<file path="config.mk">
export PLATFORM = sky130hd
export DESIGN_NAME = tlb_op_ctrl
export DESIGN_NICKNAME = d
export VERILOG_FILES = /design/src/rtl/tlb_op_ctrl_pkg.sv /design/src/rtl/tlb_op_ctrl.sv
export SDC_FILE = /design/constraint.sdc
export NUM_CORES = 1
export LEC_CHECK = 0
export BUFFER_PORTS_ARGS = -buffer_cell sky130_fd_sc_hd__buf_4
export CAP_MARGIN = 20
export CORE_AREA = 4 4 222 224
export CTS_BUF_LIST = sky130_fd_sc_hd__clkbuf_8 sky130_fd_sc_hd__clkbuf_16
export DETAILED_ROUTE_END_ITERATION = 7
export DIE_AREA = 0 0 226 228
export GPL_TIMING_DRIVEN = 0
export HOLD_SLACK_MARGIN = 0.1
export PLACE_DENSITY = 0.48
export SETUP_SLACK_MARGIN = 0.05
export SLEW_MARGIN = 15
export SYNTH_ARGS = -nofsm -noshare
export SYNTH_HDL_FRONTEND = slang
export SYNTH_SLANG_ARGS = --single-unit
</file>
<file path="constraint.sdc">
create_clock -name clk -period 5.3 [get_ports clk]
set_input_delay 0.53 -clock clk [delete_from_list [all_inputs] [get_ports clk]]
set_output_delay 0.53 -clock clk [all_outputs]
set_load 0.02 [all_outputs]
</file>
<file path="src/rtl/tlb_op_ctrl_pkg.sv">
// Shared TLB types: entry/result layouts, table geometry, op codes and the
// op-controller FSM state encoding.
// Latency: n/a (types only).  Backpressure: n/a.
package tlb_op_ctrl_pkg;

   localparam int TLBNUM   = 16;
   localparam int TLBIDLEN = $clog2(TLBNUM);

   typedef struct packed {
      logic [18:0] vppn;
      logic [5:0]  ps;
      logic        g;
      logic [9:0]  asid;
      logic        e;
      logic [19:0] ppn0;
      logic [1:0]  plv0;
      logic [1:0]  mat0;
      logic        d0;
      logic        v0;
      logic [19:0] ppn1;
      logic [1:0]  plv1;
      logic [1:0]  mat1;
      logic        d1;
      logic        v1;
   } tlb_entry_t;

   typedef struct packed {
      logic                found;
      logic [TLBIDLEN-1:0] index;
      logic [19:0]         ppn;
      logic [5:0]          ps;
      logic [1:0]          plv;
      logic [1:0]          mat;
      logic                d;
      logic                v;
   } tlb_result_t;

   typedef enum logic [2:0] {
      OP_SRCH = 3'd0,
      OP_RD   = 3'd1,
      OP_WR   = 3'd2,
      OP_FILL = 3'd3,
      OP_INV  = 3'd4
   } tlb_op_t;

   typedef enum logic [2:0] {
      ST_IDLE   = 3'd0,
      ST_SRCH   = 3'd1,
      ST_RD     = 3'd2,
      ST_WRITE  = 3'd3,
      ST_INV    = 3'd4,
      ST_SETTLE = 3'd5,
      ST_RESP   = 3'd6
   } tlb_state_t;

   // Highest INVTLB op code that is implemented.
   localparam logic [4:0] INVOP_MAX = 5'd6;

   // An entry written with TLBIDX.ne set must land as a non-existent entry.
   function automatic tlb_entry_t entry_clear_e(input tlb_entry_t ent);
      tlb_entry_t r;
      r   = ent;
      r.e = 1'b0;
      return r;
   endfunction

endpackage

</file>
<file path="src/rtl/tlb_op_ctrl.sv">
// TLB maintenance op sequencer: runs TLBSRCH/TLBRD/TLBWR/TLBFILL/INVTLB
// against the TLB ports and returns one result per accepted request.
// Latency: RD/SRCH-hit T+2, SRCH 2nd-level T+3, WR/FILL/INV T+3, bad INV T+1;
// backpressure: one op in flight, req_ready only in IDLE, result held until resp_ready.
//
// Ports:
//   clk, reset                  clock, async active-high reset
//   req_*                       op request from execute (valid/ready)
//   csr_*                       TLBIDX / TLBEHI / TLBELO* / ASID / TLBSRCH state
//   resp_*                      result to CSR writeback (valid/ready)
//   s_*                         search port (request out, s_result/s_ok in)
//   we, w_index, w_entry        write port
//   r_index, r_entry            combinational read port
//   invtlb_*                    invalidate port
module tlb_op_ctrl
   import tlb_op_ctrl_pkg::*;
#(
   parameter int SRCH_TIMEOUT = 4
) (
   input  logic                clk,
   input  logic                reset,
   input  logic                req_valid,
   output logic                req_ready,
   input  tlb_op_t             req_op,
   input  logic [4:0]          req_invop,
   input  logic [9:0]          req_asid,
   input  logic [31:0]         req_va,
   input  logic [TLBIDLEN-1:0] csr_index,
   input  logic                csr_ne,
   input  tlb_entry_t          csr_entry,
   input  logic [18:0]         csr_vppn,
   input  logic [9:0]          csr_asid,
   output logic                resp_valid,
   input  logic                resp_ready,
   output logic                resp_found,
   output logic [TLBIDLEN-1:0] resp_index,
   output tlb_entry_t          resp_entry,
   output logic                resp_err,
   output logic [18:0]         s_vppn,
   output logic                s_va_bit12,
   output logic [9:0]          s_asid,
   output logic                s_valid,
   input  tlb_result_t         s_result,
   input  logic                s_ok,
   output logic                we,
   output logic [TLBIDLEN-1:0] w_index,
   output tlb_entry_t          w_entry,
   output logic [TLBIDLEN-1:0] r_index,
   input  tlb_entry_t          r_entry,
   output logic                invtlb_valid,
   output logic [4:0]          invtlb_op,
   output logic [9:0]          invtlb_asid,
   output logic [31:0]         invtlb_va
);

   localparam int CW = (SRCH_TIMEOUT > 1) ? $clog2(SRCH_TIMEOUT) : 1;

   tlb_state_t          state;
   tlb_op_t             op_q;
   logic [4:0]          invop_q;
   logic [9:0]          asid_q;
   logic [31:0]         va_q;
   logic [TLBIDLEN-1:0] fill_cnt;
   logic [CW-1:0]       srch_cnt;

   always_ff @(posedge clk or posedge reset) begin
      if (reset) begin
         state        <= ST_IDLE;
         op_q         <= OP_SRCH;
         invop_q      <= '0;
         asid_q       <= '0;
         va_q         <= '0;
         fill_cnt     <= '0;
         srch_cnt     <= '0;
         resp_valid   <= 1'b0;
         resp_found   <= 1'b0;
         resp_index   <= '0;
         resp_entry   <= '0;
         resp_err     <= 1'b0;
         s_valid      <= 1'b0;
         we           <= 1'b0;
         invtlb_valid <= 1'b0;
      end else begin
         // Free-running victim pointer for TLBFILL.
         fill_cnt <= (fill_cnt == TLBIDLEN'(TLBNUM - 1)) ? '0 : fill_cnt + 1'b1;

         case (state)
            ST_IDLE: begin
               if (req_valid) begin
                  op_q       <= req_op;
                  invop_q    <= req_invop;
                  asid_q     <= req_asid;
                  va_q       <= req_va;
                  srch_cnt   <= '0;
                  resp_found <= 1'b0;
                  resp_index <= '0;
                  resp_entry <= '0;
                  resp_err   <= 1'b0;
                  case (req_op)
                     OP_SRCH: begin
                        state   <= ST_SRCH;
                        s_valid <= 1'b1;
                     end
                     OP_RD: state <= ST_RD;
                     OP_WR, OP_FILL: begin
                        state <= ST_WRITE;
                        we    <= 1'b1;
                     end
                     OP_INV: begin
                        if (req_invop <= INVOP_MAX) begin
                           state        <= ST_INV;
                           invtlb_valid <= 1'b1;
                        end else begin
                           // Unimplemented INVTLB op: report straight away.
                           state      <= ST_RESP;
                           resp_err   <= 1'b1;
                           resp_valid <= 1'b1;
                        end
                     end
                     default: begin
                        state      <= ST_RESP;
                        resp_err   <= 1'b1;
                        resp_valid <= 1'b1;
                     end
                  endcase
               end
            end
            ST_SRCH: begin
               if (s_ok) begin
                  resp_found <= s_result.found;
                  resp_index <= s_result.index;
                  s_valid    <= 1'b0;
                  resp_valid <= 1'b1;
                  state      <= ST_RESP;
               end else if (srch_cnt == CW'(SRCH_TIMEOUT - 1)) begin
                  resp_err   <= 1'b1;
                  s_valid    <= 1'b0;
                  resp_valid <= 1'b1;
                  state      <= ST_RESP;
               end else begin
                  srch_cnt <= srch_cnt + 1'b1;
               end
            end
            ST_RD: begin
               resp_entry <= r_entry;
               resp_valid <= 1'b1;
               state      <= ST_RESP;
            end
            ST_WRITE: begin
               we    <= 1'b0;
               state <= ST_SETTLE;
            end
            ST_INV: begin
               invtlb_valid <= 1'b0;
               state        <= ST_SETTLE;
            end
            // Dead cycle with the search port idle so refills triggered by the
            // table change drain before the next op can search.
            ST_SETTLE: begin
               resp_valid <= 1'b1;
               state      <= ST_RESP;
            end
            ST_RESP: begin
               if (resp_ready) begin
                  resp_valid <= 1'b0;
                  state      <= ST_IDLE;
               end
            end
            default: state <= ST_IDLE;
         endcase
      end
   end

   assign req_ready  = (state == ST_IDLE);

   // Search key is taken live from the CSRs while in SRCH.
   assign s_vppn     = csr_vppn;
   assign s_va_bit12 = 1'b0;
   assign s_asid     = csr_asid;

   assign r_index    = (state == ST_RD) ? csr_index : '0;

   assign w_index    = !we              ? '0       :
                       (op_q == OP_FILL) ? fill_cnt : csr_index;
   assign w_entry    = csr_ne ? entry_clear_e(csr_entry) : csr_entry;

   assign invtlb_op   = invop_q;
   assign invtlb_asid = asid_q;
   assign invtlb_va   = va_q;

endmodule

</file>
== Yosys cells after proc, flatten, opt, wreduce, memory -nomap -nowiden ==
Cells that the tools add are included.

* Bits in registers: 158
* Bits of input ports: 304
* Output and inout bits: 274
* Logic and storage cells: 127

* Add/subtract/negate cells: 2
* Order comparisons: 1
* Equality and inequality tests: 26
* Mux-type cells: 48
* Reduce and logical (&&, ||, !) cells: 21

{| class="wikitable"
|+ Operator list
! cell !! count
|-
| 89-bit one-hot mux with 2 select lines || 1
|-
| 89-bit 2-to-1 mux || 1
|-
| 53-bit 2-to-1 mux || 1
|-
| 4-bit 2-to-1 mux || 6
|-
| 1-bit 2-to-1 mux || 19
|-
| 4-bit AND reduction || 4
|-
| 3-bit by 2-bit == test with 1-bit output (second input constant) || 5
|-
| 3-bit one-hot mux with 5 select lines || 1
|-
| 2-bit inequality test (second input constant) || 7
|-
| 1-bit one-hot mux with 2 select lines || 7
|-
| 3-bit == test (second input constant) || 4
|-
| 3-bit 2-to-1 mux || 4
|-
| 3-bit one-hot mux with 4 select lines || 1
|-
| 3-bit AND reduction || 3
|-
| 2-bit 2-to-1 mux || 4
|-
| 2-bit by 1-bit inequality test with 1-bit output (second input constant) || 4
|-
| 4-bit one-hot mux with 2 select lines || 1
|-
| 2-bit nonzero test || 4
|-
| 3-bit by 1-bit == test with 1-bit output (second input constant) || 2
|-
| 3-bit zero test || 2
|-
| 3-bit inequality test (second input constant) || 2
|-
| 6-bit AND reduction || 1
|-
| 2-bit OR reduction || 3
|-
| 5-bit by 3-bit <= comparator with 1-bit output (second input constant) || 1
|-
| 9 further kinds || 10
|}

== Logic depth before layout (Yosys ltp) ==
* Depth after elaboration: 5
* Gate-level depth with buffers: 7
* Mapped depth without buffers: 5

== Worst setup path after synthesis ==
Ideal clock, no wire load.

* Path kind: input to register
* From: in req_invop[4]
* To: reg resp_valid
* Library setup time: 0.122 ns
* Data arrival time: 1.520 ns
* Data required time: 5.178 ns
* Path slack: 3.659 ns
* Stages: 4
* Path buffers: 0
* Path through: or4_4 -> o21ai_2 -> a21boi_1 -> a32o_1

* Longest elaborated chain between the ends: 3

{| class="wikitable"
|+ RTL lines
! element !! line !! text
|-
| start: declaration || tlb_op_ctrl.sv:25 || <nowiki>input logic [4:0] req_invop,</nowiki>
|-
| 5-bit by 3-bit <= comparator with 1-bit output || tlb_op_ctrl.sv:110 || <nowiki>if (req_invop <= INVOP_MAX) begin</nowiki>
|-
| 3-bit inequality test (no line) || n/a ||
|-
| 6-bit AND reduction (no line) || n/a ||
|-
| end signal: assignment || tlb_op_ctrl.sv:117 || <nowiki>resp_valid <= 1'b1;</nowiki>
|-
| end signal: assignment || tlb_op_ctrl.sv:123 || <nowiki>resp_valid <= 1'b1;</nowiki>
|-
| end signal: assignment || tlb_op_ctrl.sv:133 || <nowiki>resp_valid <= 1'b1;</nowiki>
|-
| end: declaration || tlb_op_ctrl.sv:33 || <nowiki>output logic resp_valid,</nowiki>
|}

No other way between the ends.
A chain may end at the register's enable or synchronous reset.

== Worst setup path after layout ==
* From: reg state[1]
* To: out r_index[1]

* Longest elaborated chain between the ends: 2

{| class="wikitable"
|+ RTL lines
! element !! line !! text
|-
| start: declaration || tlb_op_ctrl.sv:58 || <nowiki>tlb_state_t state;</nowiki>
|-
| start signal: assignment || tlb_op_ctrl.sv:68 || <nowiki>state <= ST_IDLE;</nowiki>
|-
| start signal: assignment || tlb_op_ctrl.sv:101 || <nowiki>state <= ST_SRCH;</nowiki>
|-
| start signal: assignment || tlb_op_ctrl.sv:104 || <nowiki>OP_RD: state <= ST_RD;</nowiki>
|-
| 3-bit by 2-bit == test with 1-bit output || tlb_op_ctrl.sv:181 || <nowiki>assign r_index = (state == ST_RD) ? csr_index : '0;</nowiki>
|-
| 4-bit 2-to-1 mux || tlb_op_ctrl.sv:181 ||
|-
| end: declaration || tlb_op_ctrl.sv:48 || <nowiki>output logic [TLBIDLEN-1:0] r_index,</nowiki>
|}

No other way between the ends.

==> metrics <==
status=complete, no violations; Sink Count=158; # IOs=578; Final Power=6.22 mW; H-tree depth=4; WP buf/inv=3; Synth Net Count=1129; final wirelength=28700 µm; Mapped Cells=823; Worst Slack Setup Final=3.03 ns; Hold Violations, Final=0; slowest CP cell=clkbuf_1; pin count of the biggest net entering global routing=87; Port Buffers=427; Worst Setup End Kind=primary output; Post-CTS Setup Bufs=0; post-route antenna net violation count=0; initial core utilization=15.4%; Static Leakage=6.51 nW; final setup vio count=0; HP Class=input pin to flip-flop; gr ovfl total=0; most frequent CP cell=buf_4; vias in the first global route=7090; Post-route DRC=0; num rows=80; Inserted Clock Buffers=17; Design Area, Final=11900 µm²; f_max=0.441 GHz; DR iter-0 viols=204; FF+latch count, synth=158; clock tree buffer depth=2; Worst-Margin Slew=0.670 ns; CP Data Required Time=4.77 ns; syn avg cell area=8.87 µm²; Clock Latency Late Sink=0.48 ns; synthesis-to-finish area growth=63.0%; placed cell area=11300 µm²; r2r endpoint=resp_entry[23]; layout cell share with drive strength beyond 1=47.4%; Core ar.=47300 µm²; R2R depth=7; post_cts resized=0; crit path kind=flip-flop to primary output; start of the worst register-to-register path=state[2]; post-synthesis sequential area ratio=54.1%; Slew Viols, Final=0; vias per cell=3.66; crit path time final=2.27 ns; via count=6950; antenna violations before repair=0; first-pass GRT wire length=42000 µm; clock root buffer master=clkbuf_16; Initial DRT Pass Iterations=4; Top Family by Delay on Critical Path=buffers and inverters; number of max-cap violations=0; RSZ-0062 raised after global routing=no; CTS clock-pin slew for the worst setup and hold paths=0.07 ns; post-place setup slack=3.11 ns; GPL Wtd Cong=0.801; area leader, netlist=dfrtp_1; Synth area leaders=dfrtp_1 54%, nand2_1 17%, buf_4 12%; Synth Cell Area=7300 µm²; Yosys cell types=48; DIE AREA=51500 µm²; area share of the largest cell type after synthesis=54.1%; largest stage delay on the critical path=0.39 ns; CTS tree=yes; reg2reg setup slack=3.25 ns; VDD IR-drop max=0.282 mV; Yosys warning count=0; gr usage total=10.7%; Crit Path Max Fanout=10; Slew HR=55.2%; cell depth of the worst hold path=3; Hold Buf Count CTS=1; Pwr Density=522 nW/µm²; fin nets=1577; Clock Skew=0.0103 ns; Detailed Place HPWL=22700 µm; crit path DAT=1.74 ns; worst min-delay path endpoint=resp_entry[73]; die width=226 µm; period utilization=42.8%; ant diodes=0; Worst setup SP type=flip-flop; Critical Path, Cell by Cell=buf_4, clkbuf_1, and3_1, buf_4; Hold Startpoint=r_entry[73]; routed len/inst=15.1 µm; die height=228 µm
==> metrics by stage <==
step / cells / util (%) / hold slack [ns] / setup TNS (ns)
global placement: 1865 / 23.8 / 0.459 / -308.56
detailed placement: 1866 / 23.9 / 0.464 / 0
finish: 1899 / 25.1 / 0.231 / 0
CTS: 1899 / 25.1 / 0.177 / 0
floorplan: 823 / - / 0.446 / 0
global route: 1899 / 25.1 / 0.206 / 0
==> synth_stat cells (all sizes together) <==
| master | instances |
|---|---|
| conb | 1 |
| a41oi | 1 |
| o41ai | 1 |
| inv | 8 |
| nor2 | 9 |
| or4 | 2 |
| nand4bb | 1 |
| a21oi | 7 |
| nand2b | 1 |
| a22o | 5 |
| buf | 138 |
| o311ai | 1 |
| nand2 | 332 |
| nor4 | 1 |
| and3 | 5 |
| mux2i | 3 |
| dfrtp | 158 |
| o21ai | 6 |
| nor2b | 6 |
| nor3 | 3 |
| o22a | 1 |
| a32oi | 1 |
| a221oi | 1 |
| a31oi | 3 |
| clkbuf | 23 |
| a32o | 1 |
| a311oi | 1 |
| xor2 | 1 |
| nand3b | 1 |
| nor3b | 1 |
| o211ai | 1 |
| or3b | 1 |
| nand3 | 92 |
| and2 | 1 |
| o31ai | 1 |
| ha | 2 |
| a22oi | 1 |
| a21boi | 1 |
==> per-layer routing <==
metal / track usage (%) / vias to the layer above / part of all wire [%]
met5: 0 / - / 0
met4: 4.36 / 0 / 2.1
met3: 5.00 / 28 / 11
met2: 18.3 / 316 / 50
met1: 11.4 / 3201 / 37
li1: - / 3405 / -
==> report_power, final <==
part	switching (mW)	internal [mW]	total, mW
Clock	0.565	0.663	1.23
Combinational	1.78	1.20	2.98
Sequential	0.290	1.72	2.01
Total	2.64	3.58	6.22
==> worst min-delay path: stages <==
cell and delay, ns:
buf_4 0.08, nand2_1 0.04, nand2_1 0.04
==> cell type report <==
cell class,count,area (µm²)
Clock inverter,14,133
Sequential cell,158,3950
Tap cell,615,769
Fill cell,5135,35400
Multi-Input combinational cell,496,2250
Clock buffer,18,439
Inverter,8,37.5
Buffer,161,1080
Timing Repair Buffer,429,3240
==> registers in the layout (all words and copies together), names as in the netlist <==
signal,count
resp_entry,89
invtlb_va,32
invtlb_asid,10
invtlb_op,5
fill_cnt,4
resp_index,4
op_q,3
state,3
srch_cnt,2
invtlb_valid,1
resp_err,1
resp_found,1
resp_valid,1
s_valid,1
we,1
==> cell families after synthesis <==
group	after synthesis	share of synthesized area, %
other cells	1	0.0514
simple gates	456	26.4
compound gates	33	3.39
mux	3	0.411
flops	158	54.1
xor+xnor	1	0.120
buf+inv	169	15.2
fa+ha+maj	2	0.343
==> worst max-delay path by stage <==
stage / start / slack (ns) / endpoint / cells after the start
2_1_floorplan: reset / 0.51 / fill_cnt[0] / 1
6_report: state[1] / 3.03 / r_index[1] / 4
4_1_cts: state[1] / 2.95 / r_index[1] / 4
3_3_place_gp: reset / -1.99 / invtlb_asid[4] / 2
5_1_grt: state[1] / 2.91 / r_index[2] / 4
3_5_place_dp: state[2] / 3.11 / resp_entry[33] / 7
==> layout by cell type (no fill, tap or decap), types with 2 or more instances in the layout <==
master     count
buf_4        547
nand2_1      331
dfrtp_1      158
nand3_1       92
clkbuf_1      23
buf_2         18
clkbuf_16     17
nor2_1         7
a21oi_1        7
inv_1          6
nor2b_1        6
clkinv_4       6
and3_1         5
a22o_1         5
o21ai_0        4
inv_6          4
a31oi_1        3
mux2i_1        3
clkinv_2       3
nor3_4         2
ha_1           2
Power figures use the tool's default switching activity.
